**src/rtl/systolic_pkg.sv**
```systemverilog
// Shared types and helpers for the systolic array sequencer.
package systolic_pkg;

    typedef enum logic [2:0] {
        IDLE,
        CLEAR,
        COMPUTE,
        DRAIN,
        DONE
    } ctrl_state_t;

    // Operand steps plus the skew needed for the wavefront to reach the far corner PE.
    function automatic int unsigned computeCycles(
        input int unsigned k_len,
        input int unsigned rows,
        input int unsigned cols
    );
        return k_len + rows + cols - 2;
    endfunction

endpackage

```
**src/rtl/systolic_array_ctrl.sv**
```systemverilog
// Job sequencer for an output-stationary systolic array: clear, stream operands, drain results.
// state   | meaning
// IDLE    | waiting for start; kLen latched on accept
// CLEAR   | one-cycle synchronous clear of all PE accumulators
// COMPUTE | kLen feed steps followed by zero padding until the wavefront settles
// DRAIN   | shift accumulators out of the bottom row, one row per accepted beat
// DONE    | one-cycle completion pulse
module systolic_array_ctrl
    import systolic_pkg::*;
#(
    parameter int ROWS = 8,
    parameter int COLS = 8,
    parameter int K_W  = 16
) (
    input  logic                    clock,
    input  logic                    reset,
    input  logic                    start,
    input  logic [K_W-1:0]          kLen,
    output logic                    busy,
    output logic                    done,
    output logic                    peClear,
    output logic                    enableMul,
    output logic                    enableShiftOut,
    output logic                    feedValid,
    output logic [K_W-1:0]          feedIdx,
    output logic                    feedZero,
    output logic                    outValid,
    input  logic                    outReady,
    output logic [$clog2(ROWS)-1:0] outRow
);

    localparam int RW    = $clog2(ROWS);
    localparam int CNT_W = ((K_W > RW) ? K_W : RW) + 1;

    ctrl_state_t      r_state;
    ctrl_state_t      w_next;
    logic [CNT_W-1:0] r_cnt;
    logic [K_W-1:0]   r_klen;
    logic [K_W-1:0]   r_feed_idx;

    logic [CNT_W-1:0] w_cmp_last;
    logic             w_feeding;
    logic             w_comp_end;
    logic             w_last_beat;

    // Bound is formed at CNT_W bits so the largest kLen cannot wrap.
    assign w_cmp_last  = CNT_W'(computeCycles(32'(r_klen), ROWS, COLS) - 1);
    assign w_feeding   = (r_state == COMPUTE) && (r_cnt < CNT_W'(r_klen));
    assign w_comp_end  = (r_cnt == w_cmp_last);
    assign w_last_beat = (r_cnt == CNT_W'(ROWS - 1));

    always_ff @(posedge clock or negedge reset) begin
        if (!reset) begin
            r_state    <= IDLE;
            r_cnt      <= '0;
            r_klen     <= '0;
            r_feed_idx <= '0;
        end else begin
            r_state <= w_next;
            if (r_state == IDLE && start) begin
                r_klen <= kLen;
            end
            if (w_next != r_state) begin
                r_cnt <= '0;
            end else if (r_state == COMPUTE || (r_state == DRAIN && outReady)) begin
                r_cnt <= r_cnt + CNT_W'(1);
            end
            if (w_feeding) begin
                r_feed_idx <= r_cnt[K_W-1:0];
            end
        end
    end

    always_comb begin
        w_next = r_state;
        case (r_state)
            IDLE:    if (start) w_next = CLEAR;
            CLEAR:   w_next = (r_klen == '0) ? DRAIN : COMPUTE;
            COMPUTE: if (w_comp_end) w_next = DRAIN;
            DRAIN:   if (outReady && w_last_beat) w_next = DONE;
            DONE:    w_next = IDLE;
            default: w_next = IDLE;
        endcase
    end

    always_comb begin
        busy           = (r_state != IDLE);
        done           = 1'b0;
        peClear        = 1'b0;
        enableMul      = 1'b0;
        enableShiftOut = 1'b0;
        feedValid      = 1'b0;
        feedZero       = 1'b0;
        feedIdx        = r_feed_idx;
        outValid       = 1'b0;
        outRow         = '0;
        case (r_state)
            CLEAR: peClear = 1'b1;
            COMPUTE: begin
                enableMul = 1'b1;
                feedValid = w_feeding;
                feedZero  = !w_feeding;
                if (w_feeding) begin
                    feedIdx = r_cnt[K_W-1:0];
                end
            end
            DRAIN: begin
                outValid       = 1'b1;
                enableShiftOut = outReady;
                outRow         = r_cnt[RW-1:0];
            end
            DONE:    done = 1'b1;
            default: ;
        endcase
    end

endmodule

```
**config.mk**
```make
export PLATFORM = sky130hd
export DESIGN_NAME = systolic_array_ctrl
export DESIGN_NICKNAME = d
export VERILOG_FILES = /design/src/rtl/systolic_pkg.sv /design/src/rtl/systolic_array_ctrl.sv
export SDC_FILE = /design/constraint.sdc
export NUM_CORES = 1
export LEC_CHECK = 0
export ABC_AREA = 1
export ABC_CLOCK_PERIOD_IN_PS = 3700
export CAP_MARGIN = 20
export CORE_MARGIN = 2
export CORE_UTILIZATION = 58
export CTS_BUF_LIST = sky130_fd_sc_hd__clkbuf_4
export CTS_CLUSTER_DIAMETER = 30
export CTS_CLUSTER_SIZE = 12
export DETAILED_ROUTE_END_ITERATION = 7
export PLACE_DENSITY = 0.83
export SLEW_MARGIN = 25
export SYNTH_ARGS = -nofsm -noshare
export SYNTH_HDL_FRONTEND = slang
export SYNTH_SLANG_ARGS = --single-unit
```
**constraint.sdc**
```tcl
create_clock -name clock -period 3.7 [get_ports clock]
set_clock_uncertainty 0.15 [all_clocks]
set_input_delay 0.925 -clock clock [delete_from_list [all_inputs] [get_ports clock]]
set_output_delay 0.925 -clock clock [all_outputs]
set_load 0.03 [all_outputs]
```
==> key figures, run 1 <==
Die
  – Initial Util: 0.603
  – Die Span Y: 82.5 um
  – Core area: 5920 um2
  – Chip width: 82.5 um
  – Total die area: 6800 um2
  – IO Pins: 47
  – Rows: 28

Global route
  – Number of global-route vias before repair: roughly 3,300
  – Pin count of the biggest net entering global routing: 33
  – Gr usage total: 0.277
  – Gr ovfl total: 0
  – Initial antenna violation count: 0
  – Global-route wire length before repair: approximately 14,000 um

Setup path
  – Worst EP required: 2.62 ns
  – Crit Path Max Fanout: 6
  – WS Path Type: register to output pin
  – Reg2reg end: r_cnt[13]$_DFFE_PN0P_
  – Crit. End Element: output pin
  – R2R Path Start: r_state[1]$_DFF_PN0_
  – CP arrival: 2.72 ns
  – Reg2Reg Depth: 12
  – Worst Setup Start Kind: register
  – R2R Setup Slk: just over 1 ns

Pwr
  – Combinational Power Share: 0.606
  – Clk pwr share: 0.101
  – Sequential Power Share: 0.293
  – Internal power: roughly 1.4 mW
  – Leak: 2.42 nW
  – Power Dens Cells: 619 nW/um2
  – Switching Fraction: 0.502
  – Net Switching: 1.38 mW
  – Peak supply drop: 0.400 mV

Synth
  – Flops & latches, synth: 52
  – Mux cell area share after synthesis: 0
  – Compound-Gate Fraction of Synth Area: 0.0781
  – Mapped Nets: approximately 550
  – Sequential area share after synthesis: 0.364
  – Mapped cell area: 3570 um2
  – Synth warn: 0
  – Adder-cell area share of the yosys netlist: 0.0666
  – Distinct cells, synth: 32
  – Mean post-synth cell area: between 7 and 8 um2
  – Cell taking the most area after synthesis: dfrtp_1
  – Cells after synthesis: 509
  – Simple-Gate Fraction of Synth Area: 0.357
  – Area share of the largest cell type after synthesis: 0.364
  – Largest family of logic cells by synthesized area: simple AND/OR/NAND/NOR gates
  – Top post-synthesis cells by area: dfrtp_1, nand2_1, nor2_1, ha_1, inv_1
  – Synth Area in XOR/XNOR: 0.0491

Status
  – Violated checks: negative setup slack
  – Status: finished with violations

Detailed routing
  – DRT Pass-1 Iters: 5
  – Vias per inst: 5.52
  – DR vias: around 3,600
  – Number of routed nets with antenna violations: 0
  – Iteration-0 DRC count of the detailed router: 246
  – Wire per inst: 14.3 um
  – Highest metal used: met4
  – # DRC: 0
  – Met2 routed WL: 4800 um
  – Met3 wire len: 560 um
  – Routed WL: 9400 um
  – M1 wire length: around 3800 um

Cells and area
  – Commonest non-fill, non-tap cell in the layout: nand2_1
  – Most frequent cells in the layout: nand2_1, nor2_1, inv_1
  – Filler cell count: 453
  – Final core occ: 0.754
  – Share of layout cells above drive strength 1: 0.216
  – Nets: 620
  – N_diodes: 0
  – Synth-to-layout area growth: 24.9%

Hold path
  – Hold Crit Class: primary input to async pin

Placed design
  – Dpl ws: 0.331 ns
  – HPWL Detailed: 6880 um
  – I/O Buffers: 46
  – Gpl congestion: 0.913

STA
  – Final Critical Period: 3.79 ns
  – Slew Limit Headroom: 0.652
  – Period utilisation layout: 1.03
  – Total negative slack: -0.506 ns
  – RSZ-0062 raised after global routing: true
  – Max Fclk: 0.264 GHz
  – Final slew viol count: 0
  – Final setup margin: -0.0929 ns
  – Setup Viol. Count Final: 16
  – Worst Tran Pin Value: 0.518 ns
  – Final Hold Fails: 0

Clocking
  – CTS root buf: clkbuf_4
  – Htree depth: 2
  – Num Clock Sinks: 52
  – CTS tree: yes
  – Clock Tree Buf Depth: 2
  – # hold bufs at CTS: 0
  – Worst-Skew Late Latency: 0.39 ns
  – CTS clk-pin slew, worst paths: approximately 0.16 ns
  – Cts bufs inserted: 5

Run
  – Max-Cap Viols: 0
metrics by stage:
step                      power, mW  cell area, um2  cells  hold slack (ns)
after floorplan                1.89            3570    509            0.326
after global placement         2.22            4110    631            0.338
after detailed placement       2.27            4110    631            0.345
after CTS                      2.57            4180    640            0.332
after global routing           2.97            4460    657            0.347
final                          2.76            4460    657            0.324
critical path, stage by stage, from the launching register on:
cell and delay [ns]:
dfrtp_1 0.51, ha_1 0.36, a21oi_1 0.19, nor2_1 0.07
nor4_2 0.24, o211ai_1 0.13, buf_4 0.17, nor2_4 0.13
buf_6 0.14, buf_6 0.13, nand2_4 0.05, nand2_2 0.06
buf_6 0.12
cells in the mapped netlist:
cell type	instances
a21oi_1	23
dfrtp_1	52
nand3b_1	3
nand3_1	20
clkbuf_2	1
inv_2	3
clkbuf_1	8
nand2_1	150
nor3_1	13
nand4_1	8
o211ai_1	1
a211oi_1	1
xnor2_1	5
buf_4	1
or2_2	1
nand2_4	1
inv_1	60
buf_12	1
o21bai_1	2
buf_2	1
o21ai_4	1
xor2_1	15
nand2_2	5
nor2_2	17
nand3_2	3
nor2_1	66
nor4_1	3
o31ai_1	1
o21ai_0	22
nor2_4	1
nor3_2	1
ha_1	19
cell type report:
type                       instances  area [um2]  area share
inverter                          63         236      0.0530
tap                               75        93.8      0.0210
multi-input combinational        382        2080       0.466
sequential                        52        1310       0.294
clock inverter                     2        16.3     0.00365
clock buffer                       6        45.0      0.0101
timing repair buffer              77         681       0.153
layer usage:
layer | global-route usage | up-vias
met1 | 0.338 | 1705
met3 | 0.0511 | 28
met5 | 0 | -
met4 | 0.0967 | 0
met2 | 0.489 | 138
li1 | - | 1753
state kept, by name (all words and copies together), names as in the netlist:
register and flops:
r_feed_idx 16, r_klen 16, r_state 3, r_cnt 17
cell families (layout without fill, tap and decap cells):
| kind of cell | after synthesis | in the layout |
|---|---|---|
| flops | 52 | 52 |
| compound gates | 51 | 51 |
| buf+inv | 75 | 148 |
| simple gates | 292 | 292 |
| xor+xnor | 20 | 20 |
| fa+ha+maj | 19 | 19 |
power by group through the flow:
stage / clock network (mW) / registers [mW] / logic, mW
2_1_floorplan: 0 / 0.794 / 1.10
3_3_place_gp: 0 / 0.825 / 1.39
3_5_place_dp: 0 / 0.832 / 1.44
4_1_cts: 0.283 / 0.817 / 1.47
5_1_grt: 0.300 / 0.822 / 1.85
6_report: 0.278 / 0.809 / 1.67
timing repair:
action / in CTS / in global routing
setup buffers: 1 / 17
endpoints found under the hold margin: 0 / 0
pin swaps: 0 / 10
setup endpoints to repair: 16 / 17
resized for setup: 4 / 66
worst max-delay path by stage:
stage	start	end	slack, ns
2_1_floorplan	r_klen[10]$_DFFE_PN0P_	feedIdx[11]	0.36
3_3_place_gp	outReady	enableShiftOut	0.38
3_5_place_dp	r_klen[4]$_DFFE_PN0P_	feedIdx[15]	0.33
4_1_cts	r_klen[12]$_DFFE_PN0P_	feedIdx[2]	-0.02
5_1_grt	r_cnt[14]$_DFFE_PN0P_	feedIdx[12]	-0.22
6_report	r_cnt[14]$_DFFE_PN0P_	feedIdx[12]	-0.09
No activity file was read; power rests on OpenSTA's default activity.
==> run 2, diff against run 1 <==
--- a/config.mk
+++ b/config.mk
@@ -8,12 +8,12 @@
 export ABC_AREA = 1
 export ABC_CLOCK_PERIOD_IN_PS = 3700
 export CAP_MARGIN = 20
-export CORE_MARGIN = 2
 export CORE_UTILIZATION = 58
 export CTS_BUF_LIST = sky130_fd_sc_hd__clkbuf_4
 export CTS_CLUSTER_DIAMETER = 30
 export CTS_CLUSTER_SIZE = 12
 export DETAILED_ROUTE_END_ITERATION = 7
+export MAX_ROUTING_LAYER = met4
 export PLACE_DENSITY = 0.83
 export SLEW_MARGIN = 25
 export SYNTH_ARGS = -nofsm -noshare
==> run 2 against run 1 <==
  * The run now ends clean
  * Register-to-register slack better by 0.14 ns
  * Die area is 4.8% lower
  * Fmax up 3.5%
  * Hold slack improved by 0.030 ns
  * Total power up 6.0%
  * First-iteration DRC count is 2.8% higher
  * Routed wire length is 8.5% higher
  * Critical path type unchanged
  * Largest cell class unchanged
  * Highest routed layer unchanged
==> key figures, run 2 (synthesized netlist as in run 1, its figures left out) <==
Placed design
  – Placed Area: 4150 um2 (+1.0%)
  – Gpl congestion: 0.930 (+1.9%)
  – Dpl ws: 0.0403 ns (-0.291 ns)
  – I/O Buffers: 46 (unchanged)
  – HPWL Detailed: 6900 um (+0.35%)
  – DP Cell Count: 635 (+0.63%)

STA
  – Final setup margin: 0.0342 ns (+0.127 ns)
  – RSZ-0062 raised after global routing: true
  – Setup Viol. Count Final: 0 (-16)
  – Total negative slack: 0 ns (+0.506 ns)
  – Period utilisation layout: 0.991 (-0.0343)
  – Slew Limit Headroom: 0.472 (-0.179)
  – Final Hold Fails: 0 (unchanged)
  – Final Critical Period: 3.67 ns (-0.127 ns)
  – Min Hold Slack: 0.354 ns (+0.0301 ns)
  – Final slew viol count: 0 (unchanged)
  – Max Fclk: 0.273 GHz (+3.5%)
  – Worst Tran Pin Value: 0.792 ns (+0.273 ns)

Die
  – Rows: 28 (unchanged)
  – Die Span Y: 80.5 um (-2.4%)
  – IO Pins: 47 (unchanged)
  – Initial Util: 0.603 (unchanged)
  – Total die area: 6470 um2 (-4.8%)
  – Core area: 5920 um2 (unchanged)
  – Chip width: 80.5 um (-2.4%)

Pwr
  – Peak supply drop: 0.505 mV (+26%)
  – Power Dens Cells: 610 nW/um2 (-1.3%)
  – Tot Pwr: 2.93 mW (+6.0%)
  – Leak: 2.58 nW (+6.7%)

Setup path
  – Crit. End Element: output pin
  – Worst EP required: 2.62 ns (about the same)
  – Worst Setup Start Kind: register
  – R2R Path Start: r_state[1]$_DFF_PN0_
  – CP arrival: 2.59 ns (-0.13 ns)
  – Reg2Reg Depth: 13 (+1)
  – Crit Path Max Fanout: 6 (unchanged)
  – CP Launch Point: r_klen[14]$_DFFE_PN0P_
  – WS Path Type: register to output pin

Cells and area
  – Number of flip-flops in the largest register: 17 (unchanged)
  – Synth-to-layout area growth: 34.3%
  – Filler cell count: 403 (-11%)
  – Final core occ: 0.810 (+0.0562)
  – Commonest non-fill, non-tap cell in the layout: nand2_1
  – Layout Cells excl Fill: 672 (+2.3%)
  – Share of layout cells above drive strength 1: 0.290 (+0.0733)
  – Top flop regs: r_cnt (17), r_feed_idx (16), r_klen (16)
  – N_diodes: 0 (unchanged)
  – Nets: 635 (+2.4%)
  – Fin area: 4790 um2 (+7.5%)
  – Most frequent cells in the layout: nand2_1, nor2_1, inv_1
  – Biggest register: r_cnt

Detailed routing
  – Number of routed nets with antenna violations: 0 (unchanged)
  – Iteration-0 DRC count of the detailed router: 253 (+2.8%)
  – Vias per inst: 5.61 (+1.7%)
  – Wire per inst: 15.2 um (+6.1%)
  – DR vias: 3,771 (+4.1%)
  – DRT Pass-1 Iters: 5 (unchanged)
  – Routed WL: 10,200 um (+8.5%)
  – # DRC: 0 (unchanged)

Clocking
  – Htree depth: 2 (unchanged)
  – Num Clock Sinks: 52 (unchanged)
  – Cts bufs inserted: 5 (unchanged)
  – CTS root buf: clkbuf_4
  – Worst-Skew Late Latency: 0.39 ns (about the same)
  – Clock Tree Buf Depth: 2 (unchanged)
  – CTS clk-pin slew, worst paths: 0.17 ns (about the same)
  – # hold bufs at CTS: 0 (unchanged)
  – CTS tree: yes

Status
  – Status: finished clean

Hold path
  – Hold Startpoint: r_feed_idx[15]$_DFF_PN0_
  – Hold Crit Class: register to register
  – Worst Hold Depth: 2

Global route
  – Global-route wire length before repair: 16,100 um (+11%)
  – Number of global-route vias before repair: 3,555 (+7.9%)
  – Initial antenna violation count: 0 (unchanged)
  – Pin count of the biggest net entering global routing: 35 (+6.1%)
  – Gr ovfl total: 0 (unchanged)
  – Gr usage total: 0.334 (+0.0571)

Run
  – Max-Cap Viols: 0 (unchanged)
==> run 2: cell type report <==
class                   count  area [um2]  share of cell area
clock buffers               6        45.0             0.00939
clock inverters             2        16.3             0.00339
inverters                  63         236              0.0493
multi-input cells         382        2250               0.468
flip-flops and latches     52        1310               0.272
well taps                  75        93.8              0.0196
repair buffers             92         851               0.177
==> run 2: worst max-delay path, stage by stage, from the launching register on <==
cell and delay, ns:
dfrtp_1 0.41, inv_2 0.06, ha_1 0.31, a21oi_2 0.14, nor2_1 0.08, nor4_4 0.26
o211ai_1 0.18, buf_4 0.20, buf_8 0.15, o21ai_2 0.18, nand2_2 0.08, buf_6 0.14
==> run 2: repair_timing <==
action | CTS | global route
endpoints found under the setup margin | 18 | 18
setup buffers | 15 | 15
pin swaps | 23 | 28
gates cloned | 2 | 0
gates resized for setup | 87 | 40
==> run 2: final timing paths <==
check / to / slack [ns]
min in group asynchronous: r_feed_idx[13]$_DFF_PN0_ / 0.44
setup reg to reg: r_cnt[2]$_DFFE_PN0P_ / 1.17
max in group asynchronous: r_klen[8]$_DFFE_PN0P_ / 2.16
hold reg to reg: r_feed_idx[15]$_DFF_PN0_ / 0.35
hold / removal: r_feed_idx[15]$_DFF_PN0_ / 0.35
setup / recovery: feedIdx[13] / 0.03
==> run 2: layer usage <==
| metal | share of wire | global-route usage | routed length (um) |
|---|---|---|---|
| met1 | 0.41 | 0.386 | 4160 |
| met2 | 0.51 | 0.581 | 5170 |
| met3 | 0.059 | 0.0580 | 599 |
| met4 | 0.027 | 0.123 | 273 |
| met5 | 0 | - | 0 |
==> run 2: report_power, final <==
part,internal (mW),switching (mW),leakage [nW]
sequential,0.689,0.107,0.660
clock,0.0834,0.199,0.0319
combinational,0.674,1.17,1.89
==> run 3, diff against run 2 <==
--- a/config.mk
+++ b/config.mk
@@ -8,13 +8,13 @@
 export ABC_AREA = 1
 export ABC_CLOCK_PERIOD_IN_PS = 3700
 export CAP_MARGIN = 20
-export CORE_UTILIZATION = 58
+export CORE_MARGIN = 5
+export CORE_UTILIZATION = 40
 export CTS_BUF_LIST = sky130_fd_sc_hd__clkbuf_4
 export CTS_CLUSTER_DIAMETER = 30
 export CTS_CLUSTER_SIZE = 12
 export DETAILED_ROUTE_END_ITERATION = 7
 export MAX_ROUTING_LAYER = met4
-export PLACE_DENSITY = 0.83
 export SLEW_MARGIN = 25
 export SYNTH_ARGS = -nofsm -noshare
 export SYNTH_HDL_FRONTEND = slang
==> run 3 against run 2 <==
  * Global-route usage shrank 15 points
  * Register-to-register slack gained 0.09 ns
  * Largest power group unchanged
  * Sequential share of layout area grew 0.11 points
  * Final cell count grew 4.2%
  * Flip-flop and latch count is the same
  * Routed wire length shrank 3.9%
  * Fmax shrank 0.87%
==> key figures, run 3 (synthesized netlist as in run 1, its figures left out) <==
Pwr
  – Internal power: 1.54 mW (+6.7%)
  – Leak: 2.58 nW (about the same)
  – Sequential Power Share: 0.264 (-0.008)
  – Peak supply drop: 0.348 mV (-31%)
  – Switching Fraction: 0.487 (-0.0192)
  – Clk pwr share: 0.117 (+0.020)
  – Net Switching: 1.46 mW (-1.2%)
  – Combinational Power Share: 0.619 (-0.013)
  – Power Dens Cells: 627 nW/um2 (+2.8%)

Clocking
  – Num Clock Sinks: 52 (unchanged)
  – # hold bufs at CTS: 0 (unchanged)
  – CTS tree: yes
  – Worst-Skew Late Latency: 0.40 ns (about the same)
  – CTS clk-pin slew, worst paths: 0.17 ns (about the same)
  – Clock Tree Buf Depth: 2 (unchanged)
  – CTS root buf: clkbuf_4
  – Htree depth: 2 (unchanged)
  – Cts bufs inserted: 5 (unchanged)

Cells and area
  – Filler cell count: 848 (+110%)
  – N_diodes: 0 (unchanged)
  – Biggest register: r_cnt
  – Share of layout cells above drive strength 1: 0.270 (-0.0195)
  – Synth-to-layout area growth: 34.1%
  – Top flop regs: r_cnt (17), r_feed_idx (16), r_klen (16)
  – Nets: 630 (-0.79%)
  – Most frequent cells in the layout: nand2_1, nor2_1, inv_1
  – Sequential cell area: 1310 um2 (+0.29%)
  – Commonest non-fill, non-tap cell in the layout: nand2_1
  – Number of flip-flops in the largest register: 17 (unchanged)
  – Area of the multi-input gates: 2210 um2 (-1.6%)

Setup path
  – CP arrival: 2.62 ns (+0.03 ns)
  – WS Path Type: register to output pin
  – Crit-path leading delay family: simple AND/OR/NAND/NOR gates
  – Reg2reg end: r_cnt[5]$_DFFE_PN0P_
  – Worst Setup Start Kind: register
  – Reg2Reg Depth: 14 (+1)
  – Worst setup endpoint: feedIdx[14]
  – Largest stage delay on the critical path: 0.46 ns (+0.05 ns)
  – Crit. End Element: output pin
  – Critical path buffer and inverter count: 5 (+1)
  – Worst path slowest cell: dfrtp_1
  – Crit Path Max Fanout: 4 (-2)
  – R2R Path Start: r_klen[0]$_DFFE_PN0P_
  – CP most frequent cell: nand2_1
  – Levels on crit path: 14 (+3)
  – CP Launch Point: r_klen[12]$_DFFE_PN0P_
  – Worst EP required: 2.62 ns (about the same)
  – CP Cell Sequence: inv_2, ha_4, nand2_1, inv_1, o21ai_2, a21oi_2, nor4_2, o211ai_1, buf_4, nor2_4, buf_6, nand2_1, nand2_1, buf_6
  – R2R Setup Slk: 1.26 ns (+0.09 ns)

STA
  – Final Hold Fails: 0 (unchanged)
  – Min Hold Slack: 0.362 ns (+0.00775 ns)
  – Total negative slack: 0 ns (unchanged)
  – Final slew viol count: 0 (unchanged)
  – Slew Limit Headroom: 0.546 (+0.0733)
  – RSZ-0062 raised after global routing: true
  – Max Fclk: 0.270 GHz (-0.87%)
  – Period utilisation layout: 0.999 (+0.00873)
  – Final Critical Period: 3.70 ns (+0.0323 ns)
  – Setup Viol. Count Final: 0 (unchanged)
  – Worst Tran Pin Value: 0.682 ns (-0.110 ns)

Die
  – Total die area: 10,900 um2 (+69%)
  – Initial Util: 0.409 (-0.194)
  – Chip width: 104 um (+30%)
  – IO Pins: 47 (unchanged)
  – Core area: 8720 um2 (+47%)
  – Die Span Y: 104 um (+30%)
  – Rows: 34 (+21%)

Global route
  – Number of global-route vias before repair: 3,367 (-5.3%)
  – Global-route wire length before repair: 16,100 um (-0.17%)
  – Gr usage total: 0.185 (-0.150)
  – Pin count of the biggest net entering global routing: 53 (+51%)
  – Gr ovfl total: 0 (unchanged)
  – Initial antenna violation count: 0 (unchanged)

Detailed routing
  – # DRC: 0 (unchanged)
  – DRT Pass-1 Iters: 4 (-1)
  – Routed WL: 9800 um (-3.9%)
  – DR vias: 3,467 (-8.1%)
  – Vias per inst: 4.95 (-12%)
  – Wire per inst: 14.0 um (-7.8%)
  – Iteration-0 DRC count of the detailed router: 172 (-32%)
  – Number of routed nets with antenna violations: 0 (unchanged)

Placed design
  – I/O Buffers: 46 (unchanged)
  – HPWL Detailed: 7200 um (+4.2%)
  – Gpl congestion: 0.872 (-6.2%)

Status
  – Status: finished clean

Run
  – Max-Cap Viols: 0 (unchanged)

Hold path
  – Hold Crit Class: register to register
[run 3: tightest hold or removal path: stages, from the launching register on]
cell	delay, ns
dfrtp_1	0.35
o21ai_1	0.08
nand2_1	0.06
[run 3: cell type report]
type / count / area share
clock buffers: 5 / 0.00784
clock inverters: 3 / 0.00967
inverters: 63 / 0.0494
multi-input cells: 382 / 0.462
flip-flops and latches: 52 / 0.274
well taps: 108 / 0.0282
repair buffers: 87 / 0.170
[run 3: routing by layer]
metal  global-route usage  vias to the layer above  part of all wire
met4               0.0444                        0             0.014
li1                     -                     1770                 -
met1                0.240                     1614              0.45
met5                    -                        -                 0
met3               0.0372                       15             0.048
met2                0.297                       68              0.49
[run 3: power groups by stage]
stage                     clock [mW]  combinational (mW)  sequential, mW
after CTS                      0.363                1.62           0.796
after global placement             0                1.44           0.822
after detailed placement           0                1.46           0.823
final                          0.351                1.86           0.794
after global routing           0.387                2.07           0.813
after floorplan                    0                1.10           0.794
[run 3: stage by stage]
stage / setup WS, ns / std cells / power [mW] / cell area (um2) / util
2_1_floorplan: 0.364 / 509 / 1.89 / 3570 / -
5_1_grt: -0.175 / 700 / 3.27 / 4790 / 0.549
3_3_place_gp: 0.335 / 666 / 2.26 / 4160 / 0.477
3_5_place_dp: 0.299 / 666 / 2.29 / 4160 / 0.477
4_1_cts: 0.00234 / 686 / 2.78 / 4390 / 0.504
6_report: 0.00185 / 700 / 3.00 / 4790 / 0.549
[run 3: what timing repair did]
item	CTS	global route
setup buffers	10	14
setup endpoints to repair	16	18
pin swaps	3	15
cloned	2	0
resized for setup	35	81
[run 3: how the worst min path moves through the flow]
stage                                  start                        to  slack [ns]  cells past startpoint
floorplan            r_feed_idx[0]$_DFF_PN0_   r_feed_idx[0]$_DFF_PN0_        0.33                      2
global placement     r_feed_idx[0]$_DFF_PN0_   r_feed_idx[0]$_DFF_PN0_        0.34                      2
detailed placement   r_feed_idx[5]$_DFF_PN0_   r_feed_idx[5]$_DFF_PN0_        0.35                      2
CTS                  r_feed_idx[2]$_DFF_PN0_   r_feed_idx[2]$_DFF_PN0_        0.35                      2
global route        r_feed_idx[15]$_DFF_PN0_  r_feed_idx[15]$_DFF_PN0_        0.38                      2
finish               r_feed_idx[4]$_DFF_PN0_   r_feed_idx[4]$_DFF_PN0_        0.36                      2
